`src/rtl/strobe_timer_arbiter_pkg.sv`:
```
// Shared types and constants for the strobe timer arbiter.
package strobe_timer_arbiter_pkg;

  // Sequencer states; 3-bit encoding shared by the top and any observers.
  typedef enum logic [2:0] {
    IDLE     = 3'd0,
    LOAD     = 3'd1,
    WAIT_RDY = 3'd2,
    RUN      = 3'd3,
    DONE     = 3'd4
  } state_e;

  // Periods below this cannot produce a meaningful strobe and are rejected.
  localparam int MIN_PERIOD = 2;

endpackage

```
`src/rtl/strobe_timer_arbiter_if.sv`:
```
// Client-facing bundle of the strobe timer arbiter: requests, periods, tick in;
// grant/done/status out.
interface strobe_timer_arbiter_if #(
  parameter int REQUESTERS = 4,
  parameter int WIDTH      = 32
);
  logic                          tick;
  logic [REQUESTERS-1:0]         req;
  logic [REQUESTERS*WIDTH-1:0]   req_period;
  logic [REQUESTERS-1:0]         grant;
  logic [REQUESTERS-1:0]         done;
  logic                          error;
  logic                          tick_overrun;
  logic                          busy;

  // Clients drive requests and ticks.
  modport master (
    output tick, req, req_period,
    input  grant, done, error, tick_overrun, busy
  );

  // The arbiter consumes requests and reports ownership and completion.
  modport slave (
    input  tick, req, req_period,
    output grant, done, error, tick_overrun, busy
  );
endinterface

```
`src/rtl/strobe_timer_arbiter_counter.sv`:
```
// Shared one-shot counter: counts enables up to reset_value and strobes once.
// After reset and after every enable it is unavailable (ready=0) for
// CHUNK_COUNT+1 cycles while the wide count settles.
module counter_with_strobe #(
  parameter int WIDTH   = 32,
  parameter int LATENCY = 1
) (
  input  logic             clk,
  input  logic             rst,
  input  logic             enable,
  input  logic [WIDTH-1:0] reset_value,
  output logic             ready,
  output logic             strobe
);
  localparam int CHUNK_COUNT = (LATENCY < 1) ? 1 : LATENCY;
  localparam int SETTLE      = CHUNK_COUNT + 1;
  localparam int SW          = $clog2(SETTLE + 1);

  logic [WIDTH-1:0] count;
  logic [WIDTH-1:0] limit;
  logic [WIDTH-1:0] count_inc;
  logic [SW-1:0]    settle_cnt;

  assign count_inc = count + 1'b1;

  // Count enables, strobe one cycle after the enable that reaches the limit,
  // and hold ready low while the count settles.
  always_ff @(posedge clk) begin
    // NOTE: non-blocking assignments keep every register reading the
    // pre-edge values of its neighbours, which is what the hardware does.
    if (rst) begin
      count      <= '0;
      limit      <= reset_value;
      settle_cnt <= SW'(SETTLE);
      ready      <= 1'b0;
      strobe     <= 1'b0;
    end else begin
      strobe <= 1'b0;
      if (enable && ready) begin
        settle_cnt <= SW'(SETTLE);
        ready      <= 1'b0;
        if (count_inc == limit) begin
          strobe <= 1'b1;
          count  <= '0;
        end else begin
          count <= count_inc;
        end
      end else if (settle_cnt != '0) begin
        settle_cnt <= settle_cnt - 1'b1;
        ready      <= (settle_cnt == SW'(1));
      end
    end
  end
endmodule

```
`src/rtl/strobe_timer_arbiter.sv`:
```
// Round-robin arbiter that time-shares one counter_with_strobe among
// REQUESTERS one-shot timer clients. REQUESTERS must be at least 2.
module strobe_timer_arbiter
  import strobe_timer_arbiter_pkg::*;
#(
  parameter int REQUESTERS = 4,
  parameter int WIDTH      = 32,
  parameter int LATENCY    = 1
) (
  input logic                   clk,
  input logic                   rst,
  strobe_timer_arbiter_if.slave bus
);
  localparam int IDX_W = $clog2(REQUESTERS);

  state_e                state;
  logic [IDX_W-1:0]      ptr;
  logic [IDX_W-1:0]      own;
  logic [WIDTH-1:0]      period_q;
  logic                  pend;
  logic [REQUESTERS-1:0] grant_q;
  logic [REQUESTERS-1:0] done_q;
  logic                  error_q;
  logic                  overrun_q;

  logic                  cnt_ready;
  logic                  cnt_strobe;
  logic                  cnt_enable;
  logic                  cnt_rst;
  logic                  load_rst;
  logic                  abort_rst;
  logic                  abort;
  logic [IDX_W:0]        pick;
  logic [IDX_W-1:0]      pick_idx;
  logic [IDX_W-1:0]      pick_next;

  // First requester at or after 'start', wrapping; MSB flags that one exists.
  function automatic logic [IDX_W:0] rr_pick(input logic [REQUESTERS-1:0] r,
                                             input logic [IDX_W-1:0]      start);
    logic             found;
    logic [IDX_W-1:0] idx;
    int               k;
    // NOTE: every local gets a value before any conditional write, so the
    // combinational logic using this function never needs to hold state.
    found = 1'b0;
    idx   = '0;
    for (int i = 0; i < REQUESTERS; i++) begin
      k = (int'(start) + i) % REQUESTERS;
      if (!found && r[k]) begin
        found = 1'b1;
        idx   = IDX_W'(k);
      end
    end
    return {found, idx};
  endfunction

  assign pick      = rr_pick(bus.req, ptr);
  assign pick_idx  = pick[IDX_W-1:0];
  assign pick_next = IDX_W'((int'(pick_idx) + 1) % REQUESTERS);

  // The owner dropping its request cancels the job in any counter-owning state.
  assign abort     = (state inside {LOAD, WAIT_RDY, RUN}) && !bus.req[own];
  assign abort_rst = abort;
  assign load_rst  = (state == LOAD) && (period_q >= WIDTH'(MIN_PERIOD));
  assign cnt_rst   = rst | load_rst | abort_rst;

  // Counter enables only inside the ready window, fed by a new or pending tick.
  assign cnt_enable = (state == RUN) && !abort && (bus.tick || pend) && cnt_ready;

  // Sequencer: grant, load, wait for the counter, count ticks, complete.
  always_ff @(posedge clk) begin
    if (rst) begin
      state     <= IDLE;
      ptr       <= '0;
      own       <= '0;
      grant_q   <= '0;
      pend      <= 1'b0;
      period_q  <= '0;
      done_q    <= '0;
      error_q   <= 1'b0;
      overrun_q <= 1'b0;
    end else begin
      done_q    <= '0;
      error_q   <= 1'b0;
      overrun_q <= 1'b0;
      case (state)
        IDLE: begin
          if (pick[IDX_W]) begin
            own      <= pick_idx;
            grant_q  <= REQUESTERS'(1) << pick_idx;
            period_q <= bus.req_period[pick_idx*WIDTH +: WIDTH];
            ptr      <= pick_next;
            state    <= LOAD;
          end
        end
        LOAD: begin
          if (abort) begin
            grant_q <= '0;
            state   <= IDLE;
          end else if (period_q < WIDTH'(MIN_PERIOD)) begin
            done_q  <= grant_q;
            error_q <= 1'b1;
            grant_q <= '0;
            state   <= IDLE;
          end else begin
            state <= WAIT_RDY;
          end
        end
        WAIT_RDY: begin
          if (abort) begin
            grant_q <= '0;
            state   <= IDLE;
          end else if (cnt_ready) begin
            state <= RUN;
          end
        end
        RUN: begin
          if (abort) begin
            grant_q <= '0;
            pend    <= 1'b0;
            state   <= IDLE;
          end else begin
            overrun_q <= bus.tick && pend && !cnt_enable;
            if (cnt_strobe) begin
              done_q  <= grant_q;
              grant_q <= '0;
              pend    <= 1'b0;
              state   <= DONE;
            end else if (cnt_enable) begin
              pend <= bus.tick && pend;
            end else begin
              pend <= pend || bus.tick;
            end
          end
        end
        DONE: begin
          pend  <= 1'b0;
          state <= IDLE;
        end
        default: state <= IDLE;
      endcase
    end
  end

  assign bus.grant        = grant_q;
  assign bus.done         = done_q;
  assign bus.error        = error_q;
  assign bus.tick_overrun = overrun_q;
  assign bus.busy         = (state != IDLE);

  counter_with_strobe #(
    .WIDTH   (WIDTH),
    .LATENCY (LATENCY)
  ) u_counter (
    .clk         (clk),
    .rst         (cnt_rst),
    .enable      (cnt_enable),
    .reset_value (period_q),
    .ready       (cnt_ready),
    .strobe      (cnt_strobe)
  );
endmodule

```
`src/flat_wrapper.sv`:
```
// flat-port wrapper written by rule: the top's interface ports become plain ports
module strobe_timer_arbiter_flat import strobe_timer_arbiter_pkg::*;
#(
  parameter int REQUESTERS = 4,
  parameter int WIDTH      = 32,
  parameter int LATENCY    = 1
)
  (clk, rst, bus_tick, bus_req, bus_req_period, bus_grant, bus_done, bus_error, bus_tick_overrun, bus_busy);
  strobe_timer_arbiter_if #(.REQUESTERS(REQUESTERS), .WIDTH(WIDTH)) bus_i ();
  input logic clk;
  input logic rst;
  input wire logic [$bits(bus_i.tick)-1:0] bus_tick;
  input wire logic [$bits(bus_i.req)-1:0] bus_req;
  input wire logic [$bits(bus_i.req_period)-1:0] bus_req_period;
  output wire logic [$bits(bus_i.grant)-1:0] bus_grant;
  output wire logic [$bits(bus_i.done)-1:0] bus_done;
  output wire logic [$bits(bus_i.error)-1:0] bus_error;
  output wire logic [$bits(bus_i.tick_overrun)-1:0] bus_tick_overrun;
  output wire logic [$bits(bus_i.busy)-1:0] bus_busy;
  assign bus_i.tick = bus_tick;
  assign bus_i.req = bus_req;
  assign bus_i.req_period = bus_req_period;
  assign bus_grant = bus_i.grant;
  assign bus_done = bus_i.done;
  assign bus_error = bus_i.error;
  assign bus_tick_overrun = bus_i.tick_overrun;
  assign bus_busy = bus_i.busy;
  strobe_timer_arbiter #(.REQUESTERS(REQUESTERS), .WIDTH(WIDTH), .LATENCY(LATENCY)) u_core (.clk(clk), .rst(rst), .bus(bus_i));
endmodule
```
`config.mk`:
```
export PLATFORM = sky130hd
export DESIGN_NAME = strobe_timer_arbiter_flat
export DESIGN_NICKNAME = d
export VERILOG_FILES = /design/src/rtl/strobe_timer_arbiter_pkg.sv /design/src/rtl/strobe_timer_arbiter_if.sv /design/src/rtl/strobe_timer_arbiter_counter.sv /design/src/rtl/strobe_timer_arbiter.sv /design/src/flat_wrapper.sv
export SDC_FILE = /design/constraint.sdc
export NUM_CORES = 1
export LEC_CHECK = 0
export CORE_UTILIZATION = 55
export CTS_CLUSTER_SIZE = 12
export DETAILED_ROUTE_END_ITERATION = 8
export GPL_ROUTABILITY_DRIVEN = 0
export GPL_TIMING_DRIVEN = 0
export PLACE_DENSITY = 0.86
export SLEW_MARGIN = 20
export SYNTH_ARGS = -nofsm -noshare
export SYNTH_HDL_FRONTEND = slang
export SYNTH_SLANG_ARGS = --single-unit
export TNS_END_PERCENT = 100
```
`constraint.sdc`:
```
create_clock -name clk -period 7.76 [get_ports clk]
set_input_delay 1.552 -clock clk [delete_from_list [all_inputs] [get_ports clk]]
set_output_delay 1.552 -clock clk [all_outputs]
set_load 0.05 [all_outputs]
```
==> implementation parameters <==
Parameter                              Value

Placed design
  DP Area ... ~9000 um2
  Count of input and output buffers ... approximately 150
  Dpl hpwl ... roughly 18000 um
  Number of cells in the design after placement ... between 1000 and 1500

Worst setup path
  Kind of start point of the critical path ... input pin
  Crit-path max FO ... 34
  Data arrival at the endpoint of the critical path ... 4.55 ns
  Critical path startpoint ... bus_req[1]
  R2r startpoint ... u_core.u_counter.count[1]$_SDFFE_PP0P_
  Capturing instance or port of the critical path ... u_core.u_counter.count[24]$_SDFFE_PP0P_
  Critical path start-end classification ... in -> reg
  Worst setup EP type ... flip-flop
  Worst Reg-to-Reg Cells ... 12
  Data required time of the worst path ... between 8 and 9 ns
  FF-to-FF setup slack ... between 3 and 4 ns
  RR Endpoint ... u_core.u_counter.count[29]$_SDFFE_PP0P_

Clock network
  Number of setup buffers added after CTS ... 0
  Cell chosen for the clock root ... clkbuf_16
  Resized Gates After CTS ... 0
  Maximum clock path buffer count ... 2
  Clock transition at the registers of the reported paths ... ~0.060 ns
  TritonCTS clock tree ... done
  Number of H-tree branching levels ... 4
  Cts bufs inserted ... 17
  Number of hold-repair buffers added at the cts stage ... 0
  Clock latency at the later pin of the worst-skew pair ... 0.42 ns
  Sinks on the clock net ... about 120

Cells and area
  Share of layout cells above drive strength 1 ... approximately 6.9%
  Fill cell instance count of the final layout ... about 960
  Growth of design area from synthesis to finish ... 30.9%
  Final #Nets ... between 1000 and 1500
  Final Instance Area ... around 9500 um2
  Finished Layout Cells ... ~1300
  Antenna Diode Count ... 0

STA
  Relative slew margins ... approximately half
  Summed negative setup slack over all endpoints ... 0 ns
  Final Hold Fails ... 0
  Final count of pins violating max slew ... 0
  RSZ-0062 raised after global routing ... false
  Least-Margin Pin Slew ... just under 0.8 ns
  Setup-failing EPs final ... 0
  Final cycle utilization of the critical path ... between 50 and 60%
  Period minus WS final ... 4.25 ns
  Highest clock frequency the design can meet ... ~240 MHz
  Clock Skew ... 0.00816 ns

Floorplan
  Die area ... between 10000 and 15000 um2
  DIE HEIGHT ... between 100 and 150 um
  Number of I/O pins ... around 150
  Core Rows ... approximately 40
  Core outline area ... approximately 13000 um2
  Die Width ... between 100 and 150 um
  Initial Utilization ... ~57%

Synthesis
  Sequential share of the synthesized area ... between 30% and 40%
  Count of synthesis-stage warnings from yosys ... 0
  Mean Syn Cell Area ... between 7 and 8 um2
  Most common flop cell mapped by yosys ... dfxtp_1
  Distinct cells, synth ... between 70 and 80
  Mapped Area ... slightly above 7000 um2
  Syn nets ... ~1100
  Proportion of register bits with asynchronous set or reset after synthesis ... 0%
  Instance count of the mapped netlist ... 934
  Register bit total from synthesis ... about 120
  Post-synth EDFFs ... 32

Route
  Initial DRC count ... around 1300
  Routed wirelength normalized by instance count ... 18.6 um
  Via count of the routed design ... between 8000 and 9000
  Post-detailed-routing wire length ... about 24000 um
  First-pass DRT Iterations ... 6
  Vias per std cell ... 6.26
  Antenna-violating nets left ... 0
  Count of unresolved DRC violations after routing ... 0

Pwr
  Power after layout ... approximately 2100 uW
  Cell area power density ... approximately 220 nW/um2
  IR Drop Worst-Case VDD ... ~0.13 mV
  Static leakage ... between 0.003 and 0.004 uW

Global routing
  Antenna violations before repair ... 0
  Maximum number of pins on one net before global-route repair ... 35
  Wire length of the first global-routing pass ... between 30000 and 40000 um
  Overall global routing resource usage ... roughly 37%
  Via count of the first global-routing pass ... 7532
  Global route total overflow ... 0

Outcome
  Outcome ... finished clean

Flow run
  Reported max-cap violation count ... 0

Min path
  Worst min-delay path category ... reg -> reg
## flip-flops by register name, summed over array words and instances (netlist names)
register                     flops
u_core.period_q                 32
u_core.u_counter.count          32
u_core.u_counter.limit          32
u_core.bus.done                  4
u_core.bus.grant                 4
u_core.state                     3
u_core.own                       2
u_core.ptr                       2
u_core.u_counter.settle_cnt      2
u_core.bus.error                 1
u_core.bus.tick_overrun          1
u_core.pend                      1
u_core.u_counter.ready           1
u_core.u_counter.strobe          1
## how the worst min path moves through the flow
stage | slack, ns | startpoint | cells past startpoint | endpoint
after floorplan | 0.41 | u_core.period_q[0]$_SDFFE_PP0P_ | 0 | u_core.u_counter.limit[0]$_DFFE_PP_
after global placement | 0.43 | u_core.period_q[0]$_SDFFE_PP0P_ | 0 | u_core.u_counter.limit[0]$_DFFE_PP_
after detailed placement | 0.45 | u_core.period_q[0]$_SDFFE_PP0P_ | 0 | u_core.u_counter.limit[0]$_DFFE_PP_
after CTS | 0.46 | u_core.period_q[0]$_SDFFE_PP0P_ | 0 | u_core.u_counter.limit[0]$_DFFE_PP_
after global routing | 0.48 | u_core.period_q[0]$_SDFFE_PP0P_ | 0 | u_core.u_counter.limit[0]$_DFFE_PP_
final | 0.47 | u_core.bus.grant[3]$_SDFFE_PP0P_ | 2 | u_core.bus.done[3]$_SDFF_PP0_
## synth_stat cells (all sizes together), types with 24 or more instances
master,count,area share (%)
clkbuf,51,2.6
and3,42,3.7
nand4,36,3.2
buf,28,2.4
nand2,190,9.8
nor2,81,4.2
inv,24,1.2
dfxtp,86,24
a311oi,32,3.9
edfxtp,32,13
nand3,35,2.5
a21oi,56,3.9
## cells by family (layout without fill, tap and decap cells)
group           Yosys count  after routing  synth area share, %
compound gates          187            187                 17.6
buf+inv                 103            280                 6.29
xor+xnor                 42             42                 5.24
fa+ha+maj                 7              7                 1.20
simple gates            470            470                 31.6
flops                   118            118                 36.9
mux                       7              7                 1.17
## layout by cell type, fill, tap and decap left out, drive strengths merged, types with 3 or more instances in the layout
master and n:
a21oi 56, o21ai 21, and2 4, edfxtp 32, or4 9, nor3 18, nand2b 8, o211ai 9
clkbuf 69, clkinv 4, or3 4, nor4b 3, and3 42, xor2 18, xnor2 23, ha 7
o22ai 7, nor4 14, inv 33, o311ai 9, a22oi 4, nor2 81, or2 4, buf 28
nand4 36, a31oi 11, nor2b 6, dfxtp 86, nand3 35, and4 7, nand3b 3, a311oi 32
mux2i 4, a211oi 3, o2111ai 4, a21boi 3, nand2 190, clkdlybuf4s50 145
## worst max-delay path: stages
cell and delay, ns:
clkdlybuf4s50_1 0.50, mux4_2 0.59, a211oi_1 0.27, nor2_1 0.14, inv_2 0.50, nor2_1 0.30
clkbuf_1 0.39, nand4_1 0.20, nand3_1 0.10
## per-stage QoR
stage               setup WS [ns]  hold WS (ns)  util (%)
floorplan                    3.84         0.409         -
global placement             2.78         0.433      70.0
detailed placement           2.68         0.446      70.0
CTS                          3.10         0.459      74.6
global route                 3.26         0.480      74.6
finish                       3.51         0.467      74.6
## cell type report
cell class / instances / area [um2] / share of cell area, %
repair buffers: 145 / 1450 / 15.2
flip-flops and latches: 118 / 2680 / 28.1
well taps: 172 / 215 / 2.26
inverters: 24 / 90.1 / 0.945
clock buffers: 18 / 450 / 4.73
clock inverters: 14 / 135 / 1.42
multi-input cells: 713 / 4140 / 43.4
plain buffers: 79 / 368 / 3.86
## power breakdown
group	switching (uW)	total, uW	internal, uW
clock network	311	779	468
registers	71.8	800	728
logic	316	564	248
total	699	2140	1440
## metal layers
layer	vias up	global-route usage, %	share of wire (%)
met5	-	0	0
met4	0	19.6	5.5
met3	122	7.67	10
met2	581	60.5	46
met1	3612	45.5	38
li1	3716	-	-
Power figures use the tool's default switching activity.
